[src/rtl/ysyx_23060124_rf_wb_scheduler.sv]
// Write-back scheduler and scoreboard for the single-write-port register file.
// Arbitrates ALU/LSU results round-robin onto one registered RF write port and
// tracks pending destinations so decode stalls on RAW/WAW hazards.
// Optional feature macro: YSYX_23060124_WB_BYPASS_EN (waives source hazards
// against the register being written this cycle and exposes bypass outputs).
module ysyx_23060124_rf_wb_scheduler #(
  parameter int DATA_W = 32,
  parameter int ADDR_W = 5,
  parameter int NREG   = 32
) (
  input  logic              clk,
  input  logic              rst_n,
  input  logic              iss_valid,
  input  logic              iss_rd_wen,
  input  logic [ADDR_W-1:0] iss_rd,
  input  logic [ADDR_W-1:0] iss_rs1,
  input  logic [ADDR_W-1:0] iss_rs2,
  output logic              iss_stall,
  input  logic              alu_valid,
  input  logic [ADDR_W-1:0] alu_rd,
  input  logic [DATA_W-1:0] alu_data,
  output logic              alu_ready,
  input  logic              lsu_valid,
  input  logic [ADDR_W-1:0] lsu_rd,
  input  logic [DATA_W-1:0] lsu_data,
  output logic              lsu_ready,
`ifdef YSYX_23060124_WB_BYPASS_EN
  output logic              byp1_en,
  output logic              byp2_en,
  output logic [DATA_W-1:0] byp_data,
`endif
  output logic              rf_wen,
  output logic [ADDR_W-1:0] rf_waddr,
  output logic [DATA_W-1:0] rf_wdata,
  output logic              sb_idle
);

  logic [NREG-1:0]   r_busy;
  logic [NREG-1:0]   w_busy_nxt;
  logic              r_rr_ptr;
  logic              r_wen;
  logic [ADDR_W-1:0] r_waddr;
  logic [DATA_W-1:0] r_wdata;

  logic              w_contend;
  logic              w_accept;
  logic [ADDR_W-1:0] w_grd;
  logic [DATA_W-1:0] w_gdata;
  logic              w_haz1;
  logic              w_haz2;
  logic              w_hazd;
  logic              w_iss_fire;
  logic              w_hit1;
  logic              w_hit2;

  // Round-robin grant: rr_ptr only matters when both sources want the port.
  assign w_contend = alu_valid & lsu_valid;
  assign alu_ready = alu_valid & (~lsu_valid | ~r_rr_ptr);
  assign lsu_ready = lsu_valid & (~alu_valid |  r_rr_ptr);
  assign w_accept  = alu_ready | lsu_ready;
  assign w_grd     = lsu_ready ? lsu_rd   : alu_rd;
  assign w_gdata   = lsu_ready ? lsu_data : alu_data;

`ifdef YSYX_23060124_WB_BYPASS_EN
  // A source being written this cycle can be read through the bypass instead.
  assign w_hit1   = r_wen & (r_waddr == iss_rs1) & (r_waddr != '0);
  assign w_hit2   = r_wen & (r_waddr == iss_rs2) & (r_waddr != '0);
  assign byp1_en  = w_hit1;
  assign byp2_en  = w_hit2;
  assign byp_data = r_wdata;
`else
  assign w_hit1 = 1'b0;
  assign w_hit2 = 1'b0;
`endif

  // Sources are checked whether or not the instruction actually uses them.
  assign w_haz1     = (iss_rs1 != '0) & r_busy[iss_rs1] & ~w_hit1;
  assign w_haz2     = (iss_rs2 != '0) & r_busy[iss_rs2] & ~w_hit2;
  assign w_hazd     = iss_rd_wen & (iss_rd != '0) & r_busy[iss_rd];
  assign iss_stall  = iss_valid & (w_haz1 | w_haz2 | w_hazd);
  assign w_iss_fire = iss_valid & ~iss_stall;

  // Scoreboard update: clear on the RF write edge, then set so a same-cycle set wins.
  always_comb begin
    w_busy_nxt = r_busy;
    if (r_wen) w_busy_nxt[r_waddr] = 1'b0;
    if (w_iss_fire & iss_rd_wen & (iss_rd != '0)) w_busy_nxt[iss_rd] = 1'b1;
  end

  // Scoreboard and round-robin pointer state.
  always_ff @(posedge clk or negedge rst_n) begin
    if (!rst_n) begin
      r_busy   <= '0;
      r_rr_ptr <= 1'b0;
    end else begin
      r_busy <= w_busy_nxt;
      if (w_contend) r_rr_ptr <= ~r_rr_ptr;
    end
  end

  // Registered RF write port; x0 results are consumed but never written.
  always_ff @(posedge clk or negedge rst_n) begin
    if (!rst_n) begin
      r_wen   <= 1'b0;
      r_waddr <= '0;
      r_wdata <= '0;
    end else begin
      r_wen <= w_accept & (w_grd != '0);
      if (w_accept) begin
        r_waddr <= w_grd;
        r_wdata <= w_gdata;
      end
    end
  end

  assign rf_wen   = r_wen;
  assign rf_waddr = r_waddr;
  assign rf_wdata = r_wdata;
  assign sb_idle  = ~|r_busy & ~r_wen;

endmodule

[config.mk]
export PLATFORM = sky130hd
export DESIGN_NAME = ysyx_23060124_rf_wb_scheduler
export DESIGN_NICKNAME = d
export VERILOG_FILES = /design/src/rtl/ysyx_23060124_rf_wb_scheduler.sv
export SDC_FILE = /design/constraint.sdc
export NUM_CORES = 1
export LEC_CHECK = 0
export CORE_ASPECT_RATIO = 1.25
export CORE_MARGIN = 3
export CORE_UTILIZATION = 25
export CTS_BUF_LIST = sky130_fd_sc_hd__clkbuf_4 sky130_fd_sc_hd__clkbuf_8 sky130_fd_sc_hd__clkbuf_16
export CTS_CLUSTER_SIZE = 30
export DETAILED_ROUTE_END_ITERATION = 12
export PLACE_DENSITY = 0.51
export SLEW_MARGIN = 20
export SYNTH_ARGS = -nofsm -noshare
export SYNTH_HDL_FRONTEND = slang
export SYNTH_SLANG_ARGS = --single-unit
[constraint.sdc]
create_clock -name clk -period 2.63 [get_ports clk]
set_clock_uncertainty 0.05 [all_clocks]
set_input_delay 0.3945 -clock clk [delete_from_list [all_inputs] [get_ports clk]]
set_output_delay 0.3945 -clock clk [all_outputs]
set_load 0.02 [all_outputs]
==> After elaboration in Yosys (flattened, before gate mapping) <==
Cells that the tools add are included.
{ "word_totals": {"register_bits": 71, "word_cells": 59, "out_inout_bits": 42, "in_bits": 95} }
{ "classes": {"n_mux": 14, "magnitude_cmp": 6, "bitwise": 26, "reduce_logical": 8} }
{ "op_table": {"columns": ["operator", "n"], "rows": [
  ["32-bit 2-to-1 mux", 3],
  ["32-bit bitwise AND", 1],
  ["32-bit NOT", 1],
  ["32-bit bitwise OR", 1],
  ["32-bit OR reduction", 1],
  ["5-bit by 6-bit less-than comparator with 1-bit output, second input constant", 4],
  ["5-bit nonzero test", 4],
  ["1-bit binary-select mux with 5-bit select", 3],
  ["1-bit bitwise AND", 13],
  ["1-bit demux with 5-bit select", 2],
  ["5-bit by 1-bit >= comparator with 1-bit output, second input constant", 2],
  ["1-bit 2-to-1 mux", 5],
  ["5-bit 2-to-1 mux", 1],
  ["1-bit NOT", 5],
  ["1-bit bitwise OR", 5],
  ["1-bit logical AND", 2],
  ["1-bit logical NOT", 1]
]} }

==> Depth between registers and ports, before layout <==
Gate-level depths: netlist (run 1).
{ "depth": {"word_depth": 11, "ltp_mapped": 8, "depth_no_buf": 6} }

==> Least setup slack after synthesis (run 1) <==
No wires, ideal clock.
{ "synth_timing": {"path_kind": "input port to output port", "start": "input port iss_rs2[1]", "end": "output port iss_stall", "path_buffers": 2, "arrival_time_ps": 2194, "cell_stages": 8, "setup_slack_ps": -9, "path_cell_list": "buf_2 -> mux2_2 -> a221oi_1 -> a2111oi_0 -> nor4_1 -> nand3_2 -> buf_6 -> o21a_1"} }
{ "synth_via": {"elab_chain_cells": 6, "word_cells_on_any_way": 7} }
{ "synth_lines": {"columns": ["element", "line_no", "rtl"], "rows": [
  ["from (decl)", "17", "input logic [ADDR_W-1:0] iss_rs2,"],
  ["1-bit binary-select mux with 5-bit select", "78", "assign w_haz2 = (iss_rs2 != '0) & r_busy[iss_rs2] & ~w_hit2;"],
  ["1-bit 2-to-1 mux (implied by the code)", "78", null],
  ["1-bit bitwise AND *", "78", null],
  ["1-bit bitwise OR * (2 in a row)", "80", "assign iss_stall = iss_valid & (w_haz1 | w_haz2 | w_hazd);"],
  ["1-bit bitwise AND *", "80", null],
  ["to (decl)", "18", "output logic iss_stall,"]
]} }
Every way passes the cells marked *; elsewhere a longest branch is shown, timed or not. The select of a mux whose other input is x is not followed.

==> Worst setup path after layout (run 1) <==
{ "layout_timing": {"start": "input port iss_rs1[0]", "end": "output port iss_stall"} }
{ "layout_via": {"elab_chain_cells": 6, "word_cells_on_any_way": 7} }
{ "layout_lines": {"columns": ["element", "line_no", "rtl"], "rows": [
  ["from (decl)", "16", "input logic [ADDR_W-1:0] iss_rs1,"],
  ["1-bit binary-select mux with 5-bit select", "77", "assign w_haz1 = (iss_rs1 != '0) & r_busy[iss_rs1] & ~w_hit1;"],
  ["1-bit 2-to-1 mux (implied by the code)", "77", null],
  ["1-bit bitwise AND *", "77", null],
  ["1-bit bitwise OR * (2 in a row)", "80", null],
  ["1-bit bitwise AND *", "80", null]
]} }
Marks and branches as above.

==> impl_metrics.toml, run 1 <==
[worst_setup_path]
r2r-end = "r_busy[19]"
critPathKind = "in -> out"
worstPathCellList = "clkdlybuf4s50_1, and2b_2, a22oi_1, and3_2, nor4_2, buf_4, nand3_4, o21a_1, buf_6"
critPathLaunchType = "primary input"
max_stage_delay_ps = 580
rrSetupSlack_ps = 180
cpMaxStageDelayCell = "clkdlybuf4s50_1"
cp_max_fo = 5
crit_required_ps = 2190
timing.rr.start = "r_busy[3]"
end_kind = "primary output"
reg2reg_depth = 8
arrival_ps = 2300

[yosys]
synth_top_cell_area_share_pct = 37.0
ys_warn_count = 0
synthAdderAreaFrac_pct = 0
synthCells = 492
yosysTopAreaCell = "dfrtp_1"
syn-cell-area_um2 = 4800
synth_cell_types = 50
syn-num-nets = 587
synth_ff_type = "dfrtp_1"
synthSimpleGateAreaFrac_pct = 18.1
synth_top_family_by_area = "compound AO/OA/AOI/OAI gates"
synthArstFlopShare_pct = 100
synth.mux.area_fraction_pct = 19.0
synth_xor_area_share_pct = 0.183
yosysSeqAreaShare_pct = 37.0
ys_seq_elements = 71
syn_area_per_cell_um2 = 9.75
synth_edf_count = 0
synth_area_leaders = "dfrtp_1 (37%), mux2_2 (11%), o31ai_2 (7.6%)"
synth_compound_area_share_pct = 19.8

[outcome]
status = "complete, but fails checks"
violations = "hold timing, setup timing"

[sta]
timing.fmax_ghz = 0.364
rsz0062_at_grt = "true"
worstMarginPinSlew_ps = 574
fin_crit_ps = 2750
whs_ps = -3.59
slew_violations = 0
setup_ws_ps = -116
setup_violations = 1
slew_headroom_pct = 61.7
finalHoldViolCount = 9
finalCritPeriodShare_pct = 104

[cts]
cts_tree = "yes"
htreeDepth = 3
cts_root_buf = "clkbuf_16"
clockBufferDepth = 2
clkTransAtPathRegs_ps = 60
cts_buffers = 9
clk_latency_ps = 340
clock_sinks = 71

[floorplanning]
die_x_um = 130
rows = 56
initial_core_util_pct = 25.5
dieArea_um2 = 20900
chipHeight_um = 161
core_area_um2 = 18800
pin_count = 137

[layout]
area_growth_pct = 52.4
antennaDiodeCount = 0
fillers = 1879
drive_gt1_share_pct = 31.9
final_area_um2 = 7310
final_cell_mix = "clkdlybuf4s50_1 (122), buf_4 (87), nor2_1 (78)"
seq_area_um2 = 1780
nets = 780
final_common_cell = "clkdlybuf4s50_1"
final_cells = 922
multi_input_area_um2 = 2780

[placed_design]
placed_area_um2 = 6840
portBuffers = 136
dp.cells = 900
dp_hpwl_mm = 13.5
dp_slack_ps = -976
place.gp.congestion = 0.868

[drt]
drt-initial-drc-count = 269
drtPass1Iterations = 4
vias = 4822
drcViolationCount = 0
ant_nets = 0
wl_per_cell_um = 19.7
via_per_inst = 5.23
wirelength_mm = 18.2

[grt]
grt_pass1_vias = 5253
grt.total_usage_pct = 17.5
grt_pass1_wl_mm = 28.7
antenna_found_initial = 0
grt_max_degree = 39
grt.overflow.total = 0

[power_and_ir_drop]
powerDensity_nw_per_um2 = 864
p_leak_nw = 2.89
peakVddDrop_v = 0.000286

[hold_path]
hold_class = "in -> async"

[flow_run]
drv_cap = 0
[per-layer routing]
| metal | global-route usage (%) | vias up | part of all wire (%) |
|---|---|---|---|
| met5 | 0 | - | 0 |
| met4 | 5.29 | 0 | 1.8 |
| met3 | 5.69 | 25 | 7.4 |
| met2 | 29.5 | 187 | 49 |
| met1 | 21.0 | 2375 | 41 |
| li1 | - | 2235 | - |
[critical path, delay by kind of cell]
kind	cells	cell delay, ps
compound gates	2	260
simple gates	4	770
buf+inv	3	880
[state kept, by name (all words and copies together) (netlist names)]
signal and flops:
r_rr_ptr 1, r_busy 32, rf_waddr 5, rf_wen 1, rf_wdata 32
[cells by family (layout without fill, tap and decap cells)]
kind of cell,after synthesis,count (layout)
xor gates and xnor gates,1,1
DFF,71,71
muxes,72,72
buffers and inverters,50,248
AOI/OAI and AO/OA,121,121
and+or+nand+nor,177,177
[synth_stat cells (all sizes together), types with 3 or more instances]
cell type and instances:
nor4 8, nor3 6, nor3b 5, mux2 48
o31ai 31, o21ai 31, a31oi 3, nand2 14
nor2 78, nor2b 4, mux2i 14, nand3b 6
dfrtp 71, a22oi 5, buf 26, inv 4
o22ai 38, and3b 3, and3 6, mux4 10
nand4 3, clkbuf 17, nand3 35
[cell type report]
type	instances	area share, %
multi-input cells	371	38.1
well taps	232	3.97
clock buffers	10	3.27
inverters	4	0.205
clock inverters	6	1.59
flip-flops and latches	71	24.4
repair buffers	228	28.5
[worst max-delay path by stage]
stage	start	end	slack, ps	depth (start not counted)
finish	iss_rs1[0]	iss_stall	-120	9
global route	iss_rs2[0]	iss_stall	-260	10
CTS	r_busy[3]	iss_stall	-100	6
detailed placement	iss_rs2[1]	iss_stall	-980	9
global placement	iss_rs2[1]	iss_stall	-1030	9
floorplan	iss_rs2[1]	iss_stall	6	8
[per-stage QoR]
step	TNS [ps]	power [W]	utilization (%)
floorplan	0	0.00331	-
global placement	-18970	0.00473	36.4
detailed placement	-18050	0.00476	36.4
CTS	-105	0.00636	38.9
global route	-484	0.00667	38.9
finish	-116	0.00631	38.9
[where the power goes]
group / switching, W / internal (W)
registers: 0.000384 / 0.00148
logic: 0.00147 / 0.00152
clock network: 0.000501 / 0.000959
[repair_timing]
action | 4_1_cts | 5_1_grt
resized for setup | 44 | 4
hold buffers | 0 | 0
pin swaps | 7 | 0
cloned | 1 | 0
endpoints found under the setup margin | 33 | 2
endpoints found under the hold margin | 0 | 0
buffers inserted | 5 | 0
Note: power is estimated with default switching activity, not from simulation.
==> inputs of run 2 (changes only) <==
--- a/config.mk
+++ b/config.mk
@@ -5,6 +5,7 @@
 export SDC_FILE = /design/constraint.sdc
 export NUM_CORES = 1
 export LEC_CHECK = 0
+export CAP_MARGIN = 5
 export CORE_ASPECT_RATIO = 1.25
 export CORE_MARGIN = 3
 export CORE_UTILIZATION = 25
==> results of run 2 <==
Same layout as run 1: the final DEF is identical, and so are final timing and power.
==> inputs of run 3 (changes only) <==
--- a/config.mk
+++ b/config.mk
@@ -12,7 +12,7 @@
 export CTS_BUF_LIST = sky130_fd_sc_hd__clkbuf_4 sky130_fd_sc_hd__clkbuf_8 sky130_fd_sc_hd__clkbuf_16
 export CTS_CLUSTER_SIZE = 30
 export DETAILED_ROUTE_END_ITERATION = 12
-export PLACE_DENSITY = 0.51
+export DONT_BUFFER_PORTS = 1
 export SLEW_MARGIN = 20
 export SYNTH_ARGS = -nofsm -noshare
 export SYNTH_HDL_FRONTEND = slang
==> impl_metrics.toml, run 3 (synthesis results as in run 1) <==
[floorplanning]
chipHeight_um = 161
core_area_um2 = 18800
rows = 56
die_x_um = 130
dieArea_um2 = 20900
pin_count = 137
initial_core_util_pct = 25.5

[hold_path]
hold_depth = 2
hold_class = "in -> reg"

[sta]
timing.fmax_ghz = 0.375
finalHoldViolCount = 0
worstMarginPinSlew_ps = 805
setup_violations = 1
fin_crit_ps = 2660
finalCritPeriodShare_pct = 101
whs_ps = 151
rsz0062_at_grt = "true"
setup_ws_ps = -34.3
slew_headroom_pct = 46.2
slew_violations = 0

[cts]
htreeDepth = 3
cts_buffers = 9
cts_root_buf = "clkbuf_16"
cts_tree = "yes"
clockBufferDepth = 2
clkTransAtPathRegs_ps = 60
clk_latency_ps = 340
clock_sinks = 71

[worst_setup_path]
cp_max_fo = 5
critPathLaunchType = "flip-flop"
reg2reg_depth = 8
end_kind = "primary output"
arrival_ps = 2220
crit_required_ps = 2190
rrSetupSlack_ps = 140
critPathKind = "reg -> out"

[flow_run]
drv_cap = 0

[drt]
drtPass1Iterations = 5
ant_nets = 0
vias = 3981
drt-initial-drc-count = 242
via_per_inst = 5.49
drcViolationCount = 0
wirelength_mm = 14.8
wl_per_cell_um = 20.5

[grt]
grt_max_degree = 72
grt_pass1_wl_mm = 23.4
antenna_found_initial = 0
grt_pass1_vias = 4218
grt.total_usage_pct = 14.4
grt.overflow.total = 0

[layout]
finish.utilization_pct = 28.8
final_common_cell = "nor2_1"
area_growth_pct = 12.8
final_cell_mix = "nor2_1 (78), dfrtp_1 (69), mux2_2 (47)"
drive_gt1_share_pct = 29.8
antennaDiodeCount = 0
nets = 583
fillers = 2014

[power_and_ir_drop]
powerDensity_nw_per_um2 = 964
peakVddDrop_v = 0.000306
p_leak_nw = 2.00

[outcome]
violations = "setup timing"
status = "complete, but fails checks"

[placed_design]
dp_hpwl_mm = 10.8
place.gp.congestion = 0.833
portBuffers = 0
==> run 3: final timing paths <==
check                            start           end
max                          r_busy[9]     iss_stall
min                        lsu_data[5]   rf_wdata[5]
max reg2reg                  r_busy[9]     r_busy[6]
min reg2reg                   r_rr_ptr      r_rr_ptr
max in group asynchronous        rst_n     r_busy[3]
min in group asynchronous        rst_n  rf_wdata[21]
==> run 3: layout make-up <==
class / instances / area, um2 / area share, %
clock inverter: 5 / 56.3 / 1.04
multi-input combinational: 371 / 2770 / 51.2
inverter: 4 / 15.0 / 0.278
clock buffer: 11 / 246 / 4.56
timing repair buffer: 31 / 255 / 4.72
tap: 232 / 290 / 5.37
sequential: 71 / 1780 / 32.9
==> run 3: what timing repair did <==
action	in CTS	in global routing
hold buffers	2	0
setup buffers	3	0
hold endpoints to repair	71	0
pin swaps	7	1
gates resized for setup	11	1
cloned	0	0
endpoints found under the setup margin	1	3
==> run 3: per-stage QoR <==
stage	power, W	instances	instance area, um2	setup TNS [ps]	worst slack (ps)
after floorplan	0.00331	492	4800	0	6.10
after global placement	0.00382	704	5020	0	144
after detailed placement	0.00386	704	5020	0	189
after CTS	0.00524	725	5410	-51.8	-51.8
after global routing	0.00552	725	5410	-111	-111
final	0.00521	725	5410	-34.3	-34.3
==> run 3: routing by layer <==
| layer | wire length, um | vias up | global-route usage [%] |
|---|---|---|---|
| met3 | 1320 | 24 | 4.86 |
| met2 | 7120 | 170 | 23.3 |
| met1 | 5990 | 1953 | 17.4 |
| met5 | 0 | - | 0 |
| met4 | 421 | 0 | 5.86 |
| li1 | - | 1834 | - |
==> run 3: worst max-delay path, cell delays in order, from the launching register on <==
cell	delay (ps)
dfrtp_1	450
mux4_2	470
mux2_4	260
and3_4	170
a31oi_4	150
nand3_4	120
o21a_4	250
==> run 3: report_power, final <==
group          internal, W  switching, W  total (W)
combinational     0.000893      0.000924    0.00182
clock             0.000771      0.000491    0.00126
sequential         0.00148      0.000656    0.00213
